[src/rtl/sid_spi_slave.sv]
// SPI mode-0 receive-only slave: 16-bit frames {W, 2'bxx, addr[4:0], data[7:0]} become SID register strobes.
// Optional SPI_ADDR_AUTOINC_EN: after the first frame under one ss, each further byte targets addr+1.
module sid_spi_slave (
  input  logic       clk,
  input  logic       rst_n,
  input  logic       ss,
  input  logic       sclk,
  input  logic       mosi,
  output logic [4:0] addr,
  output logic [7:0] data,
  output logic       write_en,
  output logic       data_rdy
);

  localparam int unsigned FRAME_W = 16;
  localparam int unsigned CNT_W   = 4;
  localparam int unsigned ADDR_W  = 5;
  localparam int unsigned DATA_W  = 8;

  // Two-flop synchronizers plus a delayed copy of ss/sclk for edge detection
  logic ss_meta, ss_s, ss_d;
  logic sclk_meta, sclk_s, sclk_d;
  logic mosi_meta, mosi_s;

  logic [FRAME_W-1:0] shift_q;
  logic [CNT_W-1:0]   bit_cnt;
  logic               armed;

  logic               sclk_rise_c;
  logic               ss_fall_c;
  logic               ss_rise_c;
  logic               shift_en_c;
  logic               frame_done_c;
  logic               byte_done_c;
  logic [FRAME_W-1:0] shift_nxt_c;

`ifdef SPI_ADDR_AUTOINC_EN
  logic burst_q;
  logic w_q;
`endif

  // ss synchronizer resets low so an ss already held low through reset is not seen as a new frame
  always_ff @(posedge clk or negedge rst_n) begin
    if (!rst_n) begin
      ss_meta   <= 1'b0;
      ss_s      <= 1'b0;
      ss_d      <= 1'b0;
      sclk_meta <= 1'b0;
      sclk_s    <= 1'b0;
      sclk_d    <= 1'b0;
      mosi_meta <= 1'b0;
      mosi_s    <= 1'b0;
    end else begin
      ss_meta   <= ss;
      ss_s      <= ss_meta;
      ss_d      <= ss_s;
      sclk_meta <= sclk;
      sclk_s    <= sclk_meta;
      sclk_d    <= sclk_s;
      mosi_meta <= mosi;
      mosi_s    <= mosi_meta;
    end
  end

  // Gating on the delayed ss lets a final bit coinciding with ss deassertion still land
  always_comb begin
    sclk_rise_c = sclk_s & ~sclk_d;
    ss_fall_c   = ~ss_s & ss_d;
    ss_rise_c   = ss_s & ~ss_d;
    shift_en_c  = armed & ~ss_d & sclk_rise_c;
    shift_nxt_c = {shift_q[FRAME_W-2:0], mosi_s};
`ifdef SPI_ADDR_AUTOINC_EN
    frame_done_c = shift_en_c & ~burst_q & (bit_cnt == CNT_W'(FRAME_W - 1));
    byte_done_c  = shift_en_c & burst_q & (bit_cnt == CNT_W'(DATA_W - 1));
`else
    frame_done_c = shift_en_c & (bit_cnt == CNT_W'(FRAME_W - 1));
    byte_done_c  = 1'b0;
`endif
  end

  always_ff @(posedge clk or negedge rst_n) begin
    if (!rst_n) begin
      shift_q  <= '0;
      bit_cnt  <= '0;
      armed    <= 1'b0;
      addr     <= '0;
      data     <= '0;
      write_en <= 1'b0;
      data_rdy <= 1'b0;
`ifdef SPI_ADDR_AUTOINC_EN
      burst_q  <= 1'b0;
      w_q      <= 1'b0;
`endif
    end else begin
      write_en <= 1'b0;
      data_rdy <= 1'b0;
      if (ss_fall_c) begin
        shift_q <= '0;
        bit_cnt <= '0;
        armed   <= 1'b1;
`ifdef SPI_ADDR_AUTOINC_EN
        burst_q <= 1'b0;
`endif
      end else begin
        if (shift_en_c) begin
          shift_q <= shift_nxt_c;
          bit_cnt <= bit_cnt + CNT_W'(1);
          if (frame_done_c) begin
            addr     <= shift_nxt_c[12:8];
            data     <= shift_nxt_c[DATA_W-1:0];
            data_rdy <= 1'b1;
            write_en <= shift_nxt_c[FRAME_W-1];
`ifdef SPI_ADDR_AUTOINC_EN
            burst_q  <= 1'b1;
            w_q      <= shift_nxt_c[FRAME_W-1];
            bit_cnt  <= '0;
`endif
          end else if (byte_done_c) begin
`ifdef SPI_ADDR_AUTOINC_EN
            addr     <= addr + ADDR_W'(1);
            data     <= shift_nxt_c[DATA_W-1:0];
            data_rdy <= 1'b1;
            write_en <= w_q;
            bit_cnt  <= '0;
`endif
          end
        end
        if (ss_rise_c) begin
          armed <= 1'b0;
        end
      end
    end
  end

endmodule

[config.mk]
export PLATFORM = sky130hd
export DESIGN_NAME = sid_spi_slave
export DESIGN_NICKNAME = d
export VERILOG_FILES = /design/src/rtl/sid_spi_slave.sv
export SDC_FILE = /design/constraint.sdc
export NUM_CORES = 1
export LEC_CHECK = 0
export CAP_MARGIN = 20
export CELL_PAD_IN_SITES_DETAIL_PLACEMENT = 0
export CELL_PAD_IN_SITES_GLOBAL_PLACEMENT = 2
export CORE_MARGIN = 2
export CORE_UTILIZATION = 39
export DETAILED_ROUTE_END_ITERATION = 6
export GPL_TIMING_DRIVEN = 0
export PLACE_DENSITY = 0.82
export SLEW_MARGIN = 20
export SYNTH_ARGS = -nofsm -noshare
export SYNTH_HDL_FRONTEND = slang
export SYNTH_SLANG_ARGS = --single-unit
export TNS_END_PERCENT = 1
[constraint.sdc]
create_clock -name clk -period 3.1 [get_ports clk]
set_clock_uncertainty 0.1 [all_clocks]
set_input_delay 0.31 -clock clk [delete_from_list [all_inputs] [get_ports clk]]
set_output_delay 0.31 -clock clk [all_outputs]
set_load 0.05 [all_outputs]
; Yosys cells after proc, flatten, opt, wreduce, memory -nomap -nowiden
; Index checks and enable logic that the tools add are counted.
[classes]
mux = 12
bitwise_logic = 10
eq_ne = 1
reduce_logical = 3
addsub = 1
[ops]
columns = op, n
row1 = 2-to-1 mux 15 bit, 2
row2 = 2-to-1 mux 1 bit, 8
row3 = 2-to-1 mux 4 bit, 2
row4 = bitwise AND 1 bit, 6
row5 = "adder 4 x 1 -> 4 bit, second input constant", 1
row6 = "== test 4 bit, second input constant", 1
row7 = NOT 1 bit, 4
row8 = nonzero test 2 bit, 2
row9 = AND reduction 3 bit, 1
[word_totals]
wordCells = 42
ff_bits = 43

; Depth between registers and ports, before layout
[depth]
word_depth = 7
depth_mapped = 6
ltp_nobuf = 5

; Worst setup path before layout
; Ideal clock, no wire load.
[synth_path]
path_kind = register -> register
startpoint = register ss_d
endpoint = register addr[0]
arrival_ns = 1.667
stages_incl_launch_ff = 6
required_time_ns = 2.875
slack_ns = 1.208
synth_period_minus_slack_ns = 1.892
setup_time_ns = 0.125
path_cell_list = dfrtp_1 -> ha_1 -> or4_4 -> buf_6 -> buf_6 -> mux2_4
[synth_lines]
columns = element, line_no
row1 = "start, declared", 21  ; logic ss_meta, ss_s, ss_d;
row2 = "start signal, assigned", 56  ; ss_d <= ss_s;
row3 = bitwise AND 1 bit, 68  ; ss_fall_c = ~ss_s & ss_d;
row4 = via ss_fall_c, 30  ; logic ss_fall_c;
row5 = NOT 1 bit (no source line), n/a
row6 = AND reduction 3 bit (no source line), n/a
row7 = "end signal, assigned", 109  ; addr <= shift_nxt_c[12:8];
row8 = "end, declared", 9  ; output logic [4:0] addr,
; The timed path passes the listed nets, and every way through them passes these cells.
; A chain may end at the register's enable or synchronous reset.

; Worst setup path after layout
[layout_path]
startpoint = register ss_d
endpoint = register data[1]
[layout_lines]
columns = element, line_no
row1 = bitwise AND 1 bit, 68
row2 = via ss_fall_c, 30
row3 = NOT 1 bit (no source line), n/a
row4 = AND reduction 3 bit (no source line), n/a
row5 = "end signal, assigned", 110  ; data <= shift_nxt_c[DATA_W-1:0];
row6 = "end, declared", 10  ; output logic [7:0] data,
; The timed path passes the listed nets, and every way through them passes these cells.

==> out/qor.yml <==
swShare: 0.213
cp.required_ns: 3.18
grt_pass1_wl_um: 4760
p_per_area_nw_per_um2: 474
synth_area_per_cell_um2: 12.6
grt_antenna_before_repair: 0
dr_total_vias: 1006
highest_layer: "met4"
finalSetupViolCount: 0
fin_setup_tns_ns: 0
synth_fp_nets: 140
clock_latency_ns: 0.29
synth_cell_types: 21
status: "finished clean"
firstDrtPassIters: 4
routedWlPerCell_um: 12.7
clock_power_share: 0.363
layout_min_cycle_time_ns: 1.98
viasPerCell: 4.77
area_growth_pct: 21.9
dp_hpwl_um: 1830
cts.reportedPaths.clkPinSlew_ns: 0.07
cts-buffers-inserted: 5
placed_area_um2: 1940
cts_buffer_depth: 2
synth_top_family_by_area: "simple AND/OR/NAND/NOR gates"
cp_max_fo: 10
syn-cell-area_um2: 1670
fin_area_um2: 2040
p_int_w: 0.000760
synth_area_leaders: "dfrtp_1, mux2_4, nand2_1"
final_cell_mix: "dfrtp_1, nand2_1, a21oi_1, clkdlybuf4s50_1, mux2_4"
drc: 0
drive_gt1_frac: 0.174
grt_pass1_vias: 1003
m1WireLength_um: 1300
synth-compound-area-share: 0.0599
holdCritPathClass: "reg2reg"
seqPwrFrac: 0.597
fp.dieH_um: 69.5
wl_met3_um: 126
p_leak_nw: 0.933
rows: 23
cts_resized: 0
nNetsFinal: 168
routed_wl_um: 2680
die_area_um2: 4830
portBuffers: 19
grt_remaining_overflow: 0
start_kind: "register"
start_util: 0.412
combPwrFrac: 0.039
htree_levels: 2
cts.sinks: 43
end_kind: "register"
synth_top_area_cell: "dfrtp_1"
drtAntennaViolNets: 0
ir_drop_mv: 0.241
die_x_um: 69.5
yosys.area_share.simple: 0.127
report.final.slew_viol_count: 0
synthMuxAreaShare: 0.117
n_antenna_cell: 0
max_freq_mhz: 506
cap_violations: 0
core_area_um2: 4060
grt_max_degree: 32
wl_met2_um: 1180
worstPathArrival_ns: 2.06
synth_seq_cells: 43
post_cts_buffers: 0
switchingPower_w: 0.000206
final_hold_viol_count: 0
yosysTopAreaCellShare: 0.644
period_share: 0.638
path_class: "reg2reg"
synth_seq_area_share: 0.644
track_usage: 0.129
drt_iter0_markers: 47
cts_root_buffer: "clkbuf_8"
place.gp.congestion: 0.665
slew_headroom: 0.662
synth-xor-area-share: 0.00524
synthAdderAreaFrac: 0.0150
num_io_pins: 20
synth_cells: 133
yosys_warnings: 0
cts.hold.buffers_added: 1
rsz0062_at_grt: "no"
tightest_slew_ns: 0.506
final_common_cell: "dfrtp_1"
tritoncts: "yes"
## critical path: stages, from the launching register on
cell	delay (ns)
dfrtp_1	0.40
ha_1	0.23
or4_4	0.54
buf_6	0.14
buf_6	0.15
mux2_4	0.30
## synth_stat cells
master / instances
or4_4: 1
nand3_1: 1
nand4bb_4: 1
ha_1: 2
xnor2_1: 1
buf_6: 2
mux2_4: 10
mux2_2: 4
o21ai_0: 2
buf_2: 1
a21oi_1: 18
or3_1: 2
clkbuf_1: 4
nand2_1: 33
and2_1: 1
inv_1: 2
nand4b_1: 1
dfrtp_1: 43
nor2_1: 2
nor4bb_1: 1
buf_1: 1
## per-layer routing
metal,GRT usage,up-vias
met5,0,-
met4,0.0654,0
met3,0.0567,6
met2,0.190,21
met1,0.160,487
li1,-,492
## sequential cells by signal, summed over array words and instances, names as in the netlist, 4 cells and up
name and count:
addr 5, shift_q 15, data 8, bit_cnt 4
## path summary, 6_finish.rpt
check                      startpoint          end  slack, ns  depth (start not counted)
min reg2reg                 sclk_meta       sclk_s       0.25                          0
max in group asynchronous       rst_n  shift_q[14]       2.11                          3
max                              ss_d      data[1]       1.12                          5
min in group asynchronous       rst_n   shift_q[5]       0.33                          2
min                         sclk_meta       sclk_s       0.25                          0
max reg2reg                      ss_d      data[1]       1.12                          5
## kinds of logic (layout without fill, tap and decap cells)
logic type	Yosys count	in the layout
XOR/XNOR	1	1
adder cells (fa/ha/maj)	2	2
flip-flops	43	43
AO/OA/AOI/OAI	20	20
buffers and inverters	10	38
AND/OR/NAND/NOR	43	43
multiplexers	14	14
## through the flow
step / setup WS (ns) / std cells / hold WS, ns / util / power [W]
CTS: 1.11 / 211 / 0.257 / 0.502 / 0.000979
global placement: 0.546 / 202 / 0.235 / 0.474 / 0.000622
detailed placement: 1.14 / 203 / 0.123 / 0.478 / 0.000626
global route: 0.988 / 211 / 0.262 / 0.502 / 0.00101
finish: 1.12 / 211 / 0.254 / 0.502 / 0.000965
floorplan: 1.21 / 133 / -0.0856 / - / 0.000602
## power by group through the flow
stage          Sequential, W  Combinational [W]  Clock (W)
6_report            0.000576          0.0000380   0.000351
5_1_grt             0.000578          0.0000435   0.000390
4_1_cts             0.000577          0.0000394   0.000363
3_5_place_dp        0.000588          0.0000382          0
3_3_place_gp        0.000587          0.0000355          0
2_1_floorplan       0.000586          0.0000158          0
## area by class of cell
type | instances | area, um^2
fill | 354 | 2020
sequential | 43 | 1080
multi-input combinational | 80 | 542
timing repair buffer | 21 | 215
clock buffer | 6 | 82.6
tap | 50 | 62.6
buffer | 8 | 46.3
inverter | 2 | 7.51
clock inverter | 1 | 5.00
No activity file was read; power rests on OpenSTA's default activity.
